<file path="config.mk">
export PLATFORM = sky130hd
export DESIGN_NAME = elevator_scheduler
export DESIGN_NICKNAME = d
export VERILOG_FILES = /design/src/rtl/elevator_scheduler.sv
export SDC_FILE = /design/constraint.sdc
export NUM_CORES = 1
export LEC_CHECK = 0
export CORE_MARGIN = 2
export CORE_UTILIZATION = 32
export CTS_CLUSTER_DIAMETER = 150
export DETAILED_ROUTE_END_ITERATION = 16
export GPL_ROUTABILITY_DRIVEN = 0
export PLACE_DENSITY = 0.52
export SYNTH_ARGS = -nofsm -noshare
export SYNTH_HDL_FRONTEND = slang
export SYNTH_SLANG_ARGS = --single-unit
</file>
<file path="constraint.sdc">
create_clock -name clk -period 6.2 [get_ports clk]
set_clock_uncertainty 0.15 [all_clocks]
set_input_delay 1.55 -clock clk [delete_from_list [all_inputs] [get_ports clk]]
set_output_delay 1.55 -clock clk [all_outputs]
set_load 0.005 [all_outputs]
</file>
<file path="src/rtl/elevator_scheduler.sv">
// SCAN-ordered elevator car controller: holds floor requests in a pending mask
// and sequences car motion and door dwell, exposing floor/direction/status.
module elevator_scheduler #(
    parameter int NUM_FLOORS    = 8,
    parameter int TRAVEL_CYCLES = 100_000_000,
    parameter int DOOR_CYCLES   = 300_000_000
) (
    input  logic                  clk,
    input  logic                  rst,
    input  logic                  req_valid,
    input  logic [3:0]            req_floor,
    output logic [3:0]            cur_floor,
    output logic                  dir_up,
    output logic                  moving,
    output logic                  door_open,
    output logic [NUM_FLOORS-1:0] pending,
    output logic                  arrive,
    output logic                  req_reject
);

    // state  | meaning
    // S_IDLE | car parked, choosing the next action from pending requests
    // S_MOVE | travelling one floor per TRAVEL_CYCLES toward a pending request
    // S_DOOR | door open at cur_floor for DOOR_CYCLES

    localparam int TW = (TRAVEL_CYCLES > 1) ? $clog2(TRAVEL_CYCLES) : 1;
    localparam int DW = (DOOR_CYCLES > 1) ? $clog2(DOOR_CYCLES) : 1;
    localparam logic [TW-1:0] TRAVEL_LAST = TW'(TRAVEL_CYCLES - 1);
    localparam logic [DW-1:0] DOOR_LAST   = DW'(DOOR_CYCLES - 1);

    typedef enum logic [1:0] {
        S_IDLE = 2'd0,
        S_MOVE = 2'd1,
        S_DOOR = 2'd2
    } state_t;

    state_t                  state_q, state_d;
    logic [3:0]              cur_floor_q, cur_floor_d;
    logic                    dir_up_q, dir_up_d;
    logic [NUM_FLOORS-1:0]   pending_q, pending_d;
    logic [TW-1:0]           travel_cnt_q, travel_cnt_d;
    logic [DW-1:0]           door_cnt_q, door_cnt_d;
    logic                    moving_q, moving_d;
    logic                    door_open_q, door_open_d;
    logic                    arrive_q, arrive_d;
    logic                    req_reject_q, req_reject_d;

    logic                    in_range;
    logic                    door_repeat;
    logic                    req_take;
    logic [NUM_FLOORS-1:0]   req_onehot;
    logic [NUM_FLOORS-1:0]   eff_pending;
    logic [NUM_FLOORS-1:0]   here_mask;
    logic                    travel_done;
    logic                    door_done;
    logic [3:0]              next_floor;
    logic [3:0]              ref_floor;
    logic                    above;
    logic                    below;
    logic                    here;

    always_comb begin
        in_range     = ({1'b0, req_floor} < 5'(NUM_FLOORS));
        req_reject_d = req_valid && !in_range;
        // A repeat press of the open door's floor re-arms the dwell instead of queuing a stop.
        door_repeat  = req_valid && in_range && (state_q == S_DOOR) && (req_floor == cur_floor_q);
        req_take     = req_valid && in_range && !door_repeat;

        for (int i = 0; i < NUM_FLOORS; i++) begin
            req_onehot[i] = req_take && (req_floor == 4'(i));
        end
        eff_pending = pending_q | req_onehot;

        travel_done = (state_q == S_MOVE) && (travel_cnt_q == TRAVEL_LAST);
        door_done   = (door_cnt_q == DOOR_LAST);
        next_floor  = dir_up_q ? (cur_floor_q + 4'd1) : (cur_floor_q - 4'd1);
        // On a floor step every decision is taken relative to the floor being entered.
        ref_floor   = travel_done ? next_floor : cur_floor_q;

        above = 1'b0;
        below = 1'b0;
        for (int i = 0; i < NUM_FLOORS; i++) begin
            here_mask[i] = (ref_floor == 4'(i));
            if (eff_pending[i] && (4'(i) > ref_floor)) above = 1'b1;
            if (eff_pending[i] && (4'(i) < ref_floor)) below = 1'b1;
        end
        here = |(eff_pending & here_mask);

        state_d      = state_q;
        cur_floor_d  = cur_floor_q;
        dir_up_d     = dir_up_q;
        pending_d    = eff_pending;
        travel_cnt_d = travel_cnt_q;
        door_cnt_d   = door_cnt_q;
        arrive_d     = 1'b0;

        case (state_q)
            S_IDLE: begin
                if (here) begin
                    state_d    = S_DOOR;
                    pending_d  = eff_pending & ~here_mask;
                    arrive_d   = 1'b1;
                    door_cnt_d = '0;
                end else if (above && (dir_up_q || !below)) begin
                    state_d      = S_MOVE;
                    dir_up_d     = 1'b1;
                    travel_cnt_d = '0;
                end else if (below) begin
                    state_d      = S_MOVE;
                    dir_up_d     = 1'b0;
                    travel_cnt_d = '0;
                end
            end
            S_MOVE: begin
                if (travel_done) begin
                    travel_cnt_d = '0;
                    cur_floor_d  = next_floor;
                    if (here) begin
                        state_d    = S_DOOR;
                        pending_d  = eff_pending & ~here_mask;
                        arrive_d   = 1'b1;
                        door_cnt_d = '0;
                    end else if (dir_up_q ? above : below) begin
                        state_d = S_MOVE;
                    end else if (dir_up_q ? below : above) begin
                        state_d  = S_MOVE;
                        dir_up_d = !dir_up_q;
                    end else begin
                        state_d = S_IDLE;
                    end
                end else begin
                    travel_cnt_d = travel_cnt_q + TW'(1);
                end
            end
            S_DOOR: begin
                if (door_repeat) begin
                    door_cnt_d = '0;
                end else if (door_done) begin
                    door_cnt_d = '0;
                    state_d    = S_IDLE;
                end else begin
                    door_cnt_d = door_cnt_q + DW'(1);
                end
            end
            default: begin
                state_d = S_IDLE;
            end
        endcase

        moving_d    = (state_d == S_MOVE);
        door_open_d = (state_d == S_DOOR);
    end

    always_ff @(posedge clk or posedge rst) begin
        if (rst) begin
            state_q      <= S_IDLE;
            cur_floor_q  <= 4'd0;
            dir_up_q     <= 1'b1;
            pending_q    <= '0;
            travel_cnt_q <= '0;
            door_cnt_q   <= '0;
            moving_q     <= 1'b0;
            door_open_q  <= 1'b0;
            arrive_q     <= 1'b0;
            req_reject_q <= 1'b0;
        end else begin
            state_q      <= state_d;
            cur_floor_q  <= cur_floor_d;
            dir_up_q     <= dir_up_d;
            pending_q    <= pending_d;
            travel_cnt_q <= travel_cnt_d;
            door_cnt_q   <= door_cnt_d;
            moving_q     <= moving_d;
            door_open_q  <= door_open_d;
            arrive_q     <= arrive_d;
            req_reject_q <= req_reject_d;
        end
    end

    // The car must never step past the top or bottom floor.
    a_floor_bounds: assert property (@(posedge clk) disable iff (rst)
        travel_done |-> (dir_up_q ? (cur_floor_q != 4'(NUM_FLOORS - 1)) : (cur_floor_q != 4'd0)));

    assign cur_floor  = cur_floor_q;
    assign dir_up     = dir_up_q;
    assign moving     = moving_q;
    assign door_open  = door_open_q;
    assign pending    = pending_q;
    assign arrive     = arrive_q;
    assign req_reject = req_reject_q;

endmodule

</file>
==> results.yml <==
outcome:
  status: "completed"
synthesis:
  netlist-cell-type-count: 74
  syn_nets: 581
  synth_largest_area_cell: "dfrtp_1"
  synth_ff_type: "dfrtp_1"
  synthTopCellsByArea: "dfrtp_1 (38%), o21ai_0 (4.6%), a21oi_1 (4.3%)"
  yosys_warnings: 0
  ys_async_sr_fraction: 1.000
  synth_area_mm2: 0.004853
  synth_most_common_cell: "dfrtp_1"
  syn_area_per_cell_um2: 8.530
  synth_edf_count: 0
  seq_area_frac_synth: 0.3870
  ys_top_cells_by_count: "dfrtp_1 (74), nand2_1 (52), o21ai_0 (45), nor2_1 (43), a21oi_1 (42)"
  yosysTopAreaCellShare: 0.3815
  syn_inst: 569
  synth-seq-cells: 75
timing:
  rsz0062_at_grt: "false"
  max_freq_ghz: 0.1975
  slew_viol_final: 0
  slew_headroom: 0.2071
  setup_viol: 0
  hold_viol: 0
  setup_tns_ns: 0
  post-route-period-util: 0.8165
  whs_ns: 0.3655
  finalCriticalPeriod_ns: 5.062
  worstMarginPinSlew_ns: 1.180
place:
  dp_hpwl_um: 9309
  port_buffers: 23
power:
  switchingPower_w: 0.0006063
  leakage_nw: 2.230
  p_comb_frac: 0.286
  irDropWorstVdd_uv: 165.3
  pwr-share-clk: 0.360
  seqPwrFrac: 0.354
  powerDensity_mw_per_mm2: 313.1
  netSwitchingFraction: 0.3467
  intPower_w: 0.001143
global_routing:
  first_global_vias: 4418
  antenna_found_initial: 0
  grt_max_degree: 57
  grt.total_usage: 0.1778
  grt.overflow.total: 0
  grt_pass1_wl_um: 23070
floorplan:
  start_util: 0.3228
  coreArea_mm2: 0.01503
  rows: 45
  die_x_um: 127.2
  die_h_um: 127.2
  io_pins: 24
  dieArea_mm2: 0.01617
critical_path:
  start_kind: "input port"
  cp.arrival_ns: 5.19
  path_class: "input port to flip-flop"
  critPathCaptureType: "flip-flop"
  crit_path_max_fanout: 14
  required_ns: 6.33
finish:
  antenna_cells: 0
  area_delta_synth_final_pct: 15.11
  layout.nets: 590
  postLayoutCoreUtil: 0.3716
  final_layout_size_suffix_gt1_frac: 0.08591
clock_tree:
  path_clk_slew_ns: 0.06
  cts_tree: "built"
  htreeDepth: 3
  cts.repair.resized: 0
  clock_tree.root_cell: "clkbuf_16"
  insertion_delay_ns: 0.34
  post_cts_buffers: 0
  cts.sinks: 75
  cts.path.max_buffers: 2
  cts_buffers: 9
  ctsHoldBuffers: 0
run:
  maxCapViolCount: 0
routing:
  drt_iter0_markers: 407
  drc: 0
  ant_nets: 0
  via_per_inst: 5.958
  vias: 4588
  routed_wl_um: 13600
  detail_route.wl_per_cell_um: 17.66
  dr.pass1.iters: 5
hold_path:
  hold_path.class: "flip-flop to flip-flop"
final timing paths:
kind	end	slack, ns	from	depth (start not counted)
max	travel_cnt_q[2]	1.14	req_floor[2]	10
max reg2reg	pending[1]	1.72	state_q[1]	9
max in group asynchronous	door_cnt_q[13]	3.45	rst	3
min in group asynchronous	travel_cnt_q[12]	1.37	rst	2
min	door_cnt_q[7]	0.37	door_cnt_q[7]	1
min reg2reg	door_cnt_q[7]	0.37	door_cnt_q[7]	1
critical path: stages:
cell and delay, ns:
clkdlybuf4s50_1 0.54, xnor2_1 0.29, nand4_1 0.25, a31oi_1 0.58
a32o_1 0.20, o221ai_1 0.13, a32oi_1 0.48, nand3_1 0.64
o2111ai_1 0.33, and3_1 0.19
kinds of logic after synthesis:
group                    count (synthesis)  synth area share
buffers and inverters                   43           0.03583
XOR/XNOR                                11           0.02269
multiplexers                             3          0.006960
flip-flops                              75            0.3870
AO/OA/AOI/OAI                          196            0.2764
AND/OR/NAND/NOR                        236            0.2568
adder cells (fa/ha/maj)                  5           0.01444
sequential cells by signal (all words and copies together), names as in the netlist, 2 cells and up:
| signal | flops |
|---|---|
| door_cnt_q | 29 |
| cur_floor | 4 |
| state_q | 2 |
| pending | 8 |
| travel_cnt_q | 27 |
power groups by stage:
stage | logic, W | clock network, W | registers [W]
6_report | 0.000501 | 0.000629 | 0.000619
5_1_grt | 0.000559 | 0.000672 | 0.000630
4_1_cts | 0.000501 | 0.000643 | 0.000617
3_5_place_dp | 0.000499 | 0 | 0.000626
3_3_place_gp | 0.000487 | 0 | 0.000623
2_1_floorplan | 0.000352 | 0 | 0.000605
routing by layer:
| metal | part of all wire | routed length, µm | GRT usage |
|---|---|---|---|
| met5 | 0 | 0 | 0 |
| met4 | 0.021 | 284 | 0.06529 |
| met3 | 0.046 | 625 | 0.04271 |
| met2 | 0.45 | 6077 | 0.2628 |
| met1 | 0.49 | 6614 | 0.2533 |
cell usage in the layout (no fill, tap or decap), drive strengths merged, types with 8 or more instances in the layout:
master          n
dfrtp          74
o211ai          8
inv            12
a21o            8
o21ai          49
clkbuf         11
nor2           44
clkdlybuf4s50  23
nand3          32
a31o            9
nor4            8
and3           19
a41oi          14
nand2          52
o31ai          11
a31oi          18
or4            11
nand4          16
a21oi          42
nor3           18
per-stage QoR:
stage / setup slack [ns] / instance area [µm²] / cells / total power, W
floorplan: 2.291 / 4853 / 569 / 0.0009566
global placement: 0.9699 / 5236 / 755 / 0.001110
detailed placement: 0.8515 / 5236 / 755 / 0.001125
CTS: 1.201 / 5587 / 770 / 0.001761
global route: 0.8888 / 5587 / 770 / 0.001861
finish: 1.138 / 5587 / 770 / 0.001749
cell type report:
| cell class | instances | area [µm²] |
|---|---|---|
| fillers | 1518 | 9447 |
| multi-input cells | 451 | 2805 |
| flip-flops and latches | 75 | 1878 |
| repair buffers | 28 | 267.8 |
| clock buffers | 11 | 252.7 |
| well taps | 188 | 235.2 |
| clock inverters | 4 | 97.59 |
| inverters | 13 | 50.05 |
No activity file was read; power rests on OpenSTA's default activity.
